<file path="config.mk">
export PLATFORM = sky130hd
export DESIGN_NAME = bus_cycle_ack
export DESIGN_NICKNAME = d
export VERILOG_FILES = /design/src/rtl/bus_cycle_ack_pkg.sv /design/src/rtl/bus_cycle_ack_watchdog.sv /design/src/rtl/bus_cycle_ack.sv
export SDC_FILE = /design/constraint.sdc
export NUM_CORES = 1
export LEC_CHECK = 0
export BUFFER_PORTS_ARGS = -buffer_cell sky130_fd_sc_hd__buf_2
export CELL_PAD_IN_SITES_DETAIL_PLACEMENT = 2
export CELL_PAD_IN_SITES_GLOBAL_PLACEMENT = 2
export CORE_ASPECT_RATIO = 0.75
export CORE_UTILIZATION = 30
export DETAILED_ROUTE_END_ITERATION = 8
export PLACE_DENSITY_LB_ADDON = 0.15
export RECOVER_POWER = 25
export SLEW_MARGIN = 20
export SYNTH_ARGS = -nofsm -noshare
export SYNTH_HDL_FRONTEND = slang
export SYNTH_SLANG_ARGS = --single-unit
</file>
<file path="constraint.sdc">
create_clock -name clock -period 1.7 [get_ports clock]
set_clock_uncertainty 0.05 [all_clocks]
set_input_delay 0.17 -clock clock [delete_from_list [all_inputs] [get_ports clock]]
set_output_delay 0.17 -clock clock [all_outputs]
set_load 0.1 [all_outputs]
</file>
<file path="src/rtl/bus_cycle_ack_pkg.sv">
// Shared decode constants for the bus-cycle acknowledge path.
// Covers device positions, port widths, per-device wait states, the ext-ready mask and the FSM encoding.
package bus_cycle_ack_pkg;

  localparam int DEVICE_SELECTED_MAXPOS = 13;

  localparam int DEVICE_ROM_POS        = 0;
  localparam int DEVICE_QUART_POS      = 1;
  localparam int DEVICE_REGISTER8_POS  = 2;
  localparam int DEVICE_REGISTER16_POS = 3;
  localparam int DEVICE_REGISTER32_POS = 4;
  localparam int DEVICE_SIMM_POS       = 5;
  localparam int DEVICE_SLOT0_POS      = 6;
  localparam int DEVICE_SLOT1_POS      = 7;
  localparam int DEVICE_SLOT2_POS      = 8;
  localparam int DEVICE_SLOT3_POS      = 9;
  localparam int DEVICE_IDE1_POS       = 10;
  localparam int DEVICE_IDE3_POS       = 11;
  localparam int DEVICE_ETH_POS        = 12;

  localparam logic [DEVICE_SELECTED_MAXPOS-1:0] DEVICE_NULL = '0;

  localparam int PORT_WIDTH_WIDTH = 2;
  localparam logic [PORT_WIDTH_WIDTH-1:0] PORT_WIDTH_NULL = 2'd0;
  localparam logic [PORT_WIDTH_WIDTH-1:0] PORT_WIDTH_BYTE = 2'd1;
  localparam logic [PORT_WIDTH_WIDTH-1:0] PORT_WIDTH_WORD = 2'd2;
  localparam logic [PORT_WIDTH_WIDTH-1:0] PORT_WIDTH_LONG = 2'd3;

  localparam int WAIT_W = 2;

  // Indexed by device position; IDE and ETH rely on external ready only.
  localparam logic [WAIT_W-1:0] WAIT_STATES [DEVICE_SELECTED_MAXPOS] = '{
    2'd2, 2'd1, 2'd0, 2'd0, 2'd0, 2'd1, 2'd0, 2'd0, 2'd0, 2'd0, 2'd0, 2'd0, 2'd0
  };

  localparam logic [DEVICE_SELECTED_MAXPOS-1:0] EXT_READY_MASK =
    (13'(1) << DEVICE_SLOT0_POS) | (13'(1) << DEVICE_SLOT1_POS) |
    (13'(1) << DEVICE_SLOT2_POS) | (13'(1) << DEVICE_SLOT3_POS) |
    (13'(1) << DEVICE_IDE1_POS)  | (13'(1) << DEVICE_IDE3_POS)  |
    (13'(1) << DEVICE_ETH_POS);

  typedef enum logic [1:0] {
    ST_IDLE = 2'd0,
    ST_WAIT = 2'd1,
    ST_ACK  = 2'd2,
    ST_BERR = 2'd3
  } state_t;

  function automatic logic [WAIT_W-1:0] wait_states_of(input logic [DEVICE_SELECTED_MAXPOS-1:0] dev);
    logic [WAIT_W-1:0] w;
    w = '0;
    for (int i = 0; i < DEVICE_SELECTED_MAXPOS; i++) begin
      if (dev[i]) w = w | WAIT_STATES[i];
    end
    return w;
  endfunction

endpackage

</file>
<file path="src/rtl/bus_cycle_ack_watchdog.sv">
// Bus-error watchdog: counts clocks spent waiting and flags expiry at TIMEOUT_CYCLES.
// Present only when BUS_TIMEOUT_EN is defined; otherwise o_expired is constant 0.
module bus_watchdog #(
  parameter int TIMEOUT_CYCLES = 256,
  parameter int TIMEOUT_WIDTH  = $clog2(TIMEOUT_CYCLES + 1)
) (
  input  logic clock,
  input  logic reset,
  input  logic i_clear,
  input  logic i_run,
  output logic o_expired
);

`ifdef BUS_TIMEOUT_EN
  logic [TIMEOUT_WIDTH-1:0] r_count;

  assign o_expired = (r_count == TIMEOUT_WIDTH'(TIMEOUT_CYCLES));

  // Saturates at the limit so a long stall cannot wrap back below it.
  always_ff @(posedge clock or posedge reset) begin
    if (reset) begin
      r_count <= '0;
    end else if (i_clear) begin
      r_count <= '0;
    end else if (i_run && !o_expired) begin
      r_count <= r_count + 1'b1;
    end
  end
`else
  logic w_unused;
  assign w_unused  = ^{clock, reset, i_clear, i_run, TIMEOUT_WIDTH'(TIMEOUT_CYCLES)};
  assign o_expired = 1'b0;
`endif

endmodule

</file>
<file path="src/rtl/bus_cycle_ack.sv">
// 68030 bus-cycle acknowledge generator: registered DSACK/AVEC/BERR with wait states and ext ready.
// Define BUS_TIMEOUT_EN to include the bus-error watchdog and BERR termination.
module bus_cycle_ack
  import bus_cycle_ack_pkg::*;
#(
  parameter int TIMEOUT_CYCLES = 256,
  parameter int TIMEOUT_WIDTH  = $clog2(TIMEOUT_CYCLES + 1)
) (
  input  logic                              clock,
  input  logic                              reset,
  input  logic                              as,
  input  logic                              function_int_ack_selected,
  input  logic [DEVICE_SELECTED_MAXPOS-1:0] device_selected,
  input  logic [PORT_WIDTH_WIDTH-1:0]       port_width,
  input  logic [DEVICE_SELECTED_MAXPOS-1:0] device_ready,
  output logic [1:0]                        dsack,
  output logic                              avec,
  output logic                              berr,
  output logic                              busy
);

`ifdef BUS_TIMEOUT_EN
  localparam bit TIMEOUT_EN = 1'b1;
`else
  localparam bit TIMEOUT_EN = 1'b0;
`endif

  state_t                            r_state;
  state_t                            w_next_state;
  logic [DEVICE_SELECTED_MAXPOS-1:0] r_dev;
  logic [PORT_WIDTH_WIDTH-1:0]       r_width;
  logic                              r_intack;
  logic [WAIT_W-1:0]                 r_wait_cnt;
  logic [1:0]                        r_dsack;
  logic                              r_avec;
  logic                              r_berr;
  logic                              r_busy;
  logic [DEVICE_SELECTED_MAXPOS-1:0] w_ext_sel;
  logic                              w_ack_ok;
  logic                              w_expired;
  logic                              w_start;

  assign w_start   = (r_state == ST_IDLE) && as;
  assign w_ext_sel = r_dev & EXT_READY_MASK;

  // Null device or null width never qualifies, so those cycles can only time out or abort.
  assign w_ack_ok = r_intack ||
                    ((r_dev != DEVICE_NULL) && (r_width != PORT_WIDTH_NULL) &&
                     ((w_ext_sel == '0) || ((w_ext_sel & device_ready) != '0)));

  bus_watchdog #(
    .TIMEOUT_CYCLES (TIMEOUT_CYCLES),
    .TIMEOUT_WIDTH  (TIMEOUT_WIDTH)
  ) u_watchdog (
    .clock     (clock),
    .reset     (reset),
    .i_clear   (r_state == ST_IDLE),
    .i_run     (r_state == ST_WAIT),
    .o_expired (w_expired)
  );

  // Every cycle passes through WAIT; a zero-count cycle leaves it on its first clock.
  always_comb begin
    w_next_state = r_state;
    case (r_state)
      ST_IDLE: if (as) w_next_state = ST_WAIT;
      ST_WAIT: begin
        if (!as)                                w_next_state = ST_IDLE;
        else if ((r_wait_cnt == '0) && w_ack_ok) w_next_state = ST_ACK;
        else if (TIMEOUT_EN && w_expired)       w_next_state = ST_BERR;
      end
      ST_ACK:  if (!as) w_next_state = ST_IDLE;
      ST_BERR: if (!as) w_next_state = ST_IDLE;
      default: w_next_state = ST_IDLE;
    endcase
  end

  // Outputs are registered from the next state so they change on the same edge as the state.
  always_ff @(posedge clock or posedge reset) begin
    if (reset) begin
      r_state    <= ST_IDLE;
      r_dev      <= '0;
      r_width    <= '0;
      r_intack   <= 1'b0;
      r_wait_cnt <= '0;
      r_dsack    <= 2'b00;
      r_avec     <= 1'b0;
      r_berr     <= 1'b0;
      r_busy     <= 1'b0;
    end else begin
      r_state <= w_next_state;
      if (w_start) begin
        r_dev      <= device_selected;
        r_width    <= port_width;
        r_intack   <= function_int_ack_selected;
        r_wait_cnt <= function_int_ack_selected ? '0 : wait_states_of(device_selected);
      end else if ((r_state == ST_WAIT) && (r_wait_cnt != '0)) begin
        r_wait_cnt <= r_wait_cnt - 1'b1;
      end
      r_dsack <= ((w_next_state == ST_ACK) && !r_intack) ? r_width : 2'b00;
      r_avec  <= (w_next_state == ST_ACK) && r_intack;
      r_berr  <= (w_next_state == ST_BERR);
      r_busy  <= (w_next_state != ST_IDLE);
    end
  end

  assign dsack = r_dsack;
  assign avec  = r_avec;
  assign berr  = TIMEOUT_EN ? r_berr : 1'b0;
  assign busy  = r_busy;

endmodule

</file>
## Word-level counts from Yosys, hierarchy flattened

Index checks and enable logic that the tools add are counted.

| operators by class | value |
|---|---|
| muxes and demuxes | 12 |
| reductions and logical operators | 20 |
| order comparisons | 0 |
| equal/unequal tests | 4 |
| add/sub/neg operators | 1 |
| bitwise gates (word level) | 1 |
| multipliers | 0 |
| divide/modulo/power cells | 0 |
| shifts and indexed selects | 0 |

Operator list:

| operator | number |
|---|---|
| $reduce_bool A13 Y1 | 2 |
| $mux W2 | 9 |
| $and A13 B13 Y13 | 1 |
| $logic_not A13 Y1 | 1 |
| $reduce_bool A2 Y1 | 4 |
| $logic_and A1 B1 Y1 | 7 |
| $eq A2 B2 Y1 const B | 3 |
| $pmux W2 S3 | 1 |
| $logic_not A2 Y1 | 2 |
| $eq A2 B1 Y1 const B | 1 |
| $logic_or A1 B1 Y1 | 2 |
| $mux W1 | 2 |
| $reduce_or A2 Y1 | 1 |
| $sub A2 B1 Y2 const B | 1 |
| $logic_not A1 Y1 | 1 |

| word-level totals | value |
|---|---|
| bits in writable memories | 0 |
| memory bits (read-only) | 0 |
| bits of input ports | 32 |
| memories kept | 0 |
| latch bits | 0 |
| register bits after elaboration | 24 |

## Logic depth before layout (Yosys ltp)

Gate-level depths: netlist (run 1).

| logic depth | value |
|---|---|
| depth in word-level cells | 12 |
| mapped depth | 6 |
| mapped depth without buffers | 6 |

## Least setup slack after synthesis (run 1)

OpenSTA, ideal clock, no wires.

| path | value |
|---|---|
| path type | reg-to-reg |
| from | reg r_wait_cnt[0] |
| to | reg r_state[0] |
| cell stages (with the launch flop) | 6 |
| clock period less this slack | 1504 ps |
| slack | 196 ps |
| arrival | 1335 ps |
| cell sequence | dfrtp_1 > inv_1 > ha_1 > o311ai_0 > a2111o_1 > and3_1 |

| between the ends | value |
|---|---|
| longest elaborated chain between the ends | 5 |

Ends and longest elaborated chain:

| item | line | RTL |
|---|---|---|
| start: declaration | bus_cycle_ack.sv:33 | `logic [WAIT_W-1:0] r_wait_cnt;` |
| start signal: assignment | bus_cycle_ack.sv:96 | `r_wait_cnt <= function_int_ack_selected ? '0 : wait_states_of(device_selected);` |
| start signal: assignment | bus_cycle_ack.sv:98 | `r_wait_cnt <= r_wait_cnt - 1'b1;` |
| $logic_not A2 Y1 | bus_cycle_ack.sv:69 | `else if ((r_wait_cnt == '0) && w_ack_ok) w_next_state = ST_ACK;` |
| $logic_and A1 B1 Y1 | bus_cycle_ack.sv:69 |  |
| $mux W2 | bus_cycle_ack.sv:69 |  |
| $mux W2 | bus_cycle_ack.sv:68 | `if (!as) w_next_state = ST_IDLE;` |
| $pmux W2 S3 | bus_cycle_ack.sv:65 | `case (r_state)` |
| via w_next_state[0] | bus_cycle_ack.sv:29 | `state_t w_next_state;` |
| end signal: assignment | bus_cycle_ack.sv:91 | `r_state <= w_next_state;` |
| end: declaration | bus_cycle_ack.sv:28 | `state_t r_state;` |

The timed path passes the listed nets, and every way through them passes these cells.
A chain may end at the register's enable or synchronous reset.

## Worst setup path after layout (run 1)

| path | value |
|---|---|
| from | reg r_dev[9] |
| to | reg r_dsack[1] (netlist: dsack[1]) |

| between the ends | value |
|---|---|
| longest elaborated chain between the ends | 12 |

Ends and longest elaborated chain:

| item | line | RTL |
|---|---|---|
| start: declaration | bus_cycle_ack.sv:30 | `logic [DEVICE_SELECTED_MAXPOS-1:0] r_dev;` |
| start signal: assignment | bus_cycle_ack.sv:93 | `r_dev <= device_selected;` |
| $and A13 B13 Y13 | bus_cycle_ack.sv:49 | `((w_ext_sel == '0) \|\| ((w_ext_sel & device_ready) != '0)));` |
| $reduce_bool A13 Y1 | bus_cycle_ack.sv:49 |  |
| $logic_or A1 B1 Y1 | bus_cycle_ack.sv:49 |  |
| $logic_and A1 B1 Y1 (*) | bus_cycle_ack.sv:48 | `((r_dev != DEVICE_NULL) && (r_width != PORT_WIDTH_NULL) &&` |
| $logic_or A1 B1 Y1 (*) | bus_cycle_ack.sv:47 | `assign w_ack_ok = r_intack \|\|` |
| $logic_and A1 B1 Y1 (*) | bus_cycle_ack.sv:69 |  |
| $mux W2 (*) | bus_cycle_ack.sv:69 |  |
| $mux W2 (*) | bus_cycle_ack.sv:68 |  |
| $pmux W2 S3 (*) | bus_cycle_ack.sv:65 |  |
| $eq A2 B2 Y1 (*) | bus_cycle_ack.sv:100 | `r_dsack <= ((w_next_state == ST_ACK) && !r_intack) ? r_width : 2'b00;` |
| $logic_and A1 B1 Y1 (*) | bus_cycle_ack.sv:100 |  |
| $mux W2 (*) | bus_cycle_ack.sv:100 |  |
| end signal: assignment | bus_cycle_ack.sv:100 |  |
| end: declaration | bus_cycle_ack.sv:34 | `logic [1:0] r_dsack;` |

Mark *: on every way between the ends. The rest lies on a longest branch, timed or not.

==> results.py, run 1 <==
metrics = {
    "run_status": {
        "outcome": "finished clean",
    },
    "floorplanning": {
        "fp.dieW_um": 71.0,
        "start_util_pct": 31.9,
        "pin_count": 37,
        "rows": 18,
        "core_area_sq_um": 3360,
        "die_h_um": 53.7,
        "dieArea_sq_um": 3810,
    },
    "place": {
        "routabilityCongestion": 0.757,
        "dp.cells": 156,
        "placed_area_sq_um": 1280,
        "place.port_buffers": 29,
        "dp_slack_ns": 0.0811,
    },
    "detailed_routing": {
        "drc": 0,
        "drtIter0Drc": 20,
        "vias": 805,
        "dr.pass1.iters": 6,
        "drtAntennaViolNets": 0,
        "routed_via_density": 4.94,
        "wire_per_inst_um": 15.2,
        "drt_wl_total_um": 2490,
    },
    "min_path": {
        "min_from": "device_selected[12]",
        "min_delay_worst_endpoint": "r_dev[12]",
        "min_path_type": "primary input to flip-flop",
        "holdPathStages": 2,
    },
    "global_route": {
        "first_global_vias": 892,
        "antenna_found_initial": 0,
        "grt_overflow": 0,
        "groute.usage.overall_pct": 14.8,
        "grt_start_max_net_pins": 25,
        "grt_pass1_wl_um": 4110,
    },
    "layout": {
        "area_growth_pct": 28.7,
        "final_nets": 157,
        "fin_cells": 163,
        "fin_area_sq_um": 1380,
        "antenna_cells": 0,
        "drive_above_1_share_pct": 39.8,
        "n_fill_cell": 373,
    },
    "synthesis": {
        "synth_top_area_share_pct": 56.1,
        "synthArstFlopShare_pct": 100,
        "synth_area_per_cell_sq_um": 12.3,
        "ys_seq_area_share_pct": 56.1,
        "yosysMostFrequentCell": "dfrtp_1",
        "synth_seq_cells": 24,
        "yosys-top-cells-count": "dfrtp_1, mux2_1, nand2_1, mux2_2",
        "ys_types": 30,
        "syn_inst": 87,
        "syn_nets": 120,
        "synth_top_area_cell": "dfrtp_1",
        "synth_top_cells_by_area": "dfrtp_1, mux2_1, mux2_2",
        "synth_warnings": 0,
        "syn-cell-area_sq_um": 1070,
        "synth_edf_count": 0,
        "synth_ff_type": "dfrtp_1",
    },
    "sta": {
        "timing.fmax_mhz": 614,
        "slew-limit-headroom_pct": 60.3,
        "final.min_clock_period_ns": 1.63,
        "setup_viol": 0,
        "fin_ws_ns": 0.0708,
        "fin_hold_ws_ns": 0.0649,
        "slew_viol_final": 0,
        "finalCritPeriodShare_pct": 95.8,
        "finalHoldViolCount": 0,
        "tightest_slew_ns": 0.595,
    },
    "clocking": {
        "clk_latency_ns": 0.26,
        "cts-root-buf": "clkbuf_8",
        "cts.clk_slew.worst_paths_ns": 0.08,
        "numCtsBuffers": 3,
        "cts_tree": "yes",
        "cts_sinks": 24,
        "htree_levels": 1,
        "cts_buffer_depth": 2,
    },
    "worst_setup_path": {
        "crit_path_end_kind": "flip-flop",
        "crit_buf_inv": 1,
        "rrSetupSlack_ns": 0.07,
        "r2r-start": "r_dev[9]",
        "crit_family": "compound AO/OA/AOI/OAI gates",
        "worstSetupPathType": "flip-flop to flip-flop",
        "cp_data_arrival_time_ns": 1.76,
        "cp_slowest_cell": "a2111o_1",
        "crit_required_ns": 1.83,
        "critical-path-max-stage-delay_ns": 0.47,
        "setup.worst_path.start_class": "flip-flop",
        "cp_max_fo": 3,
        "reg2reg_depth": 5,
        "worstPathCellList": "buf_4, a21oi_1, and4_1, a2111o_1, a211oi_2",
        "r2r-end": "dsack[1]",
    },
    "power": {
        "leakage_uw": 0.000634,
        "finalPower_uw": 2220,
        "vdd_drop_max_uv": 620,
        "power_density_nw_per_um2": 1610,
    },
    "job": {
        "cap_violations": 0,
    },
}
-- report_power, final --
part	leakage, uW	switching [uW]	internal, uW	total (uW)
sequential	0.000290	250	816	1070
clock	0.0000288	178	207	384
combinational	0.000315	388	382	770
total	0.000634	816	1400	2220
-- timing repair --
action | 4_1_cts | 5_1_grt
gates resized for setup | 0 | 5
endpoints found under the hold margin | 24 | 0
hold buffers | 1 | 0
setup endpoints to repair | 0 | 2
setup buffers | 0 | 2
-- sequential cells by signal (all words and copies together) (netlist names) --
register	flops
r_dev	13
r_intack	1
dsack	2
r_width	2
avec	1
r_state	2
r_wait_cnt	2
busy	1
-- through the flow --
step | TNS (ns) | util [%]
final | 0 | 41.0
after global routing | -0.0286 | 41.0
after CTS | 0 | 40.0
after detailed placement | 0 | 38.0
after global placement | 0 | 38.0
after floorplan | 0 | -
-- worst max-delay path by stage --
stage	start	end	slack, ns	cells past startpoint
2_1_floorplan	r_wait_cnt[0]	r_state[0]	0.20	5
3_3_place_gp	r_dev[9]	r_state[0]	0.1	4
3_5_place_dp	r_dev[9]	r_state[0]	0.08	4
4_1_cts	r_dev[9]	dsack[1]	0.03	4
5_1_grt	r_dev[10]	dsack[1]	-0.02	4
6_report	r_dev[9]	dsack[1]	0.07	5
-- layout by cell type, fill, tap and decap left out, types with 3 or more instances in the layout --
cell type   n
mux2_1     11
clkbuf_8    4
a21oi_1     4
a22oi_1     3
nor2_1      3
dfrtp_1    24
nand2_1     6
buf_4       5
buf_2      28
inv_1       4
mux2_2      5
-- worst register-to-register path, delay by kind of cell, from the launching register on --
kind / cells / cell delay [ns]
and+or+nand+nor: 1 / 0.17
AOI/OAI and AO/OA: 3 / 0.76
DFF: 1 / 0.43
buffers and inverters: 1 / 0.14
-- area by class of cell --
type                       count  area, sq um  area share [%]
clock buffer                   4         55.1            4.00
tap                           40         50.0            3.64
sequential                    24          601            43.6
inverter                       4         15.0            1.09
multi-input combinational     55          459            33.4
timing repair buffer          36          196            14.3
-- per-layer routing --
layer  vias to the layer above  routed length, um  track usage (%)
met4                         0                 21             4.00
met3                         4                100             4.68
met1                       397               1070             16.4
met2                        17               1290             28.0
met5                         -                  0                0
li1                        387                  -                -
-- logic make-up after synthesis --
group	share of synthesized area, %
DFF	56.1
and+or+nand+nor	11.5
AOI/OAI and AO/OA	10.4
muxes	16.8
buffers and inverters	3.62
adders and majority gates	1.17
other	0.351
Note: power is estimated with default switching activity, not from simulation.
==> inputs of run 2 (changes only) <==
- BUFFER_PORTS_ARGS: -buffer_cell sky130_fd_sc_hd__buf_2 -> unset
- CORE_UTILIZATION: 30 -> 38
- DONT_BUFFER_PORTS: unset -> 1
- SETUP_SLACK_MARGIN: unset -> 0.2
- SLEW_MARGIN: 20 -> unset
==> results.py, run 2 (synthesis gave the netlist of run 1 again) <==
metrics = {
    "run_status": {
        "outcome": "finished clean",
    },
    "sta": {
        "slew_viol_final": 0,
        "setup_viol": 0,
        "fin_hold_ws_ns": 0.0570,
        "finalCritPeriodShare_pct": 99.5,
        "final.min_clock_period_ns": 1.69,
        "rsz0062_at_grt": "true",
        "timing.fmax_mhz": 591,
        "finalHoldViolCount": 0,
        "slew-limit-headroom_pct": 60.3,
        "tightest_slew_ns": 0.595,
    },
    "layout": {
        "final_common_cell": "dfrtp_1",
        "top_register": "r_dev",
        "fin_cells": 155,
        "drive_above_1_share_pct": 21.8,
        "fin_area_sq_um": 1470,
        "area_growth_pct": 37.0,
        "antenna_cells": 0,
        "utilization_pct": 55.4,
        "layout_common_cells": "dfrtp_1, dlygate4sd3_1, mux2_1, buf_4, nand2_1",
        "final_nets": 153,
        "largest_reg_flops": 13,
    },
    "detailed_routing": {
        "wire_per_inst_um": 20.6,
        "vias": 829,
        "drtAntennaViolNets": 0,
        "dr.pass1.iters": 4,
        "drtIter0Drc": 15,
        "drc": 0,
        "routed_via_density": 5.35,
        "drt_wl_total_um": 3190,
    },
    "global_route": {
        "grt_pass1_wl_um": 4310,
        "grt_overflow": 0,
        "groute.usage.overall_pct": 20.6,
        "grt_start_max_net_pins": 25,
        "antenna_found_initial": 0,
        "first_global_vias": 846,
    },
    "worst_setup_path": {
        "crit_path_end_kind": "flip-flop",
        "cp_slowest_cell": "dfrtp_1",
        "cp_data_arrival_time_ns": 1.81,
        "setup.worst_path.start_class": "flip-flop",
        "critical-path-max-stage-delay_ns": 0.44,
        "crit_required_ns": 1.82,
        "cp_max_fo": 3,
        "worstSetupPathType": "flip-flop to flip-flop",
        "worstPathCellList": "nor4_4, nand2_1, a2111o_1, and3_1",
    },
    "floorplanning": {
        "start_util_pct": 40.5,
        "fp.dieW_um": 63.3,
        "pin_count": 37,
        "rows": 16,
        "core_area_sq_um": 2640,
        "dieArea_sq_um": 3030,
        "die_h_um": 48.0,
    },
    "place": {
        "placed_area_sq_um": 1160,
        "dp.cells": 127,
        "hpwl_um": 1720,
        "place.port_buffers": 0,
        "routabilityCongestion": 0.684,
    },
    "clocking": {
        "cts_tree": "yes",
        "clk_latency_ns": 0.27,
        "cts-root-buf": "clkbuf_8",
        "htree_levels": 1,
        "cts.clk_slew.worst_paths_ns": 0.08,
        "cts_sinks": 24,
        "numCtsBuffers": 3,
        "cts_buffer_depth": 2,
    },
    "power": {
        "power_density_nw_per_um2": 1610,
        "vdd_drop_max_uv": 814,
        "finalPower_uw": 2360,
        "leakage_uw": 0.000628,
    },
    "min_path": {
        "min_path_type": "primary input to flip-flop",
    },
    "job": {
        "cap_violations": 0,
    },
}
run 2: cell count changes in the layout (fill, tap and decap cells not counted), moves of 2 or more:
cell           change
buf_6              +2
dlygate4sd3_1     +19
buf_4              +4
buf_2             -28
run 2: worst max-delay path, delay by kind of cell (launching register included):
family	cells	cell delay, ns
compound gates	1	0.44
simple gates	3	0.66
flops	1	0.44
run 2: path summary, 6_finish.rpt:
kind / startpoint / to / slack [ns] / cells past startpoint
max: r_dev[10] / r_state[0] / 0.009 / 4
min: device_selected[0] / r_wait_cnt[1] / 0.06 / 2
max reg2reg: r_dev[10] / r_state[0] / 0.009 / 4
min reg2reg: r_dev[5] / r_dev[5] / 0.47 / 1
max in group asynchronous: reset / r_dev[1] / 0.78 / 3
min in group asynchronous: reset / dsack[1] / 0.43 / 3
run 2: repair_timing:
item,4_1_cts,5_1_grt
endpoints found under the hold margin,44,2
pin swaps,6,2
hold buffers,18,2
endpoints found under the setup margin,3,22
buffers inserted,3,1
resized for setup,1,5
gates cloned,0,0
run 2: area by class of cell:
type                            instances  area, sq um
Clock buffer                            4         55.1
Fill cell                             251         1180
Inverter                                4         15.0
Multi-Input combinational cell         55          454
Sequential cell                        24          601
Tap cell                               36         45.0
Timing Repair Buffer                   32          295
run 2: per-stage QoR:
step | setup slack, ns | TNS (ns)
2_1_floorplan | 0.202 | 0
3_3_place_gp | 0.0939 | 0
3_5_place_dp | 0.0435 | 0
4_1_cts | 0.0487 | 0
5_1_grt | -0.0443 | -0.0833
6_report | 0.00928 | 0
run 2: power breakdown:
group	internal (uW)	switching [uW]
sequential	817	275
combinational	435	440
clock	207	183
total	1460	898
run 2: per-layer routing:
layer  GRT usage, %  routed length, um  vias up
li1               -                  -      378
met1           23.0               1300      420
met2           39.6               1720       26
met3           6.19                136        5
met4           6.82                 30        0
met5              0                  0        -
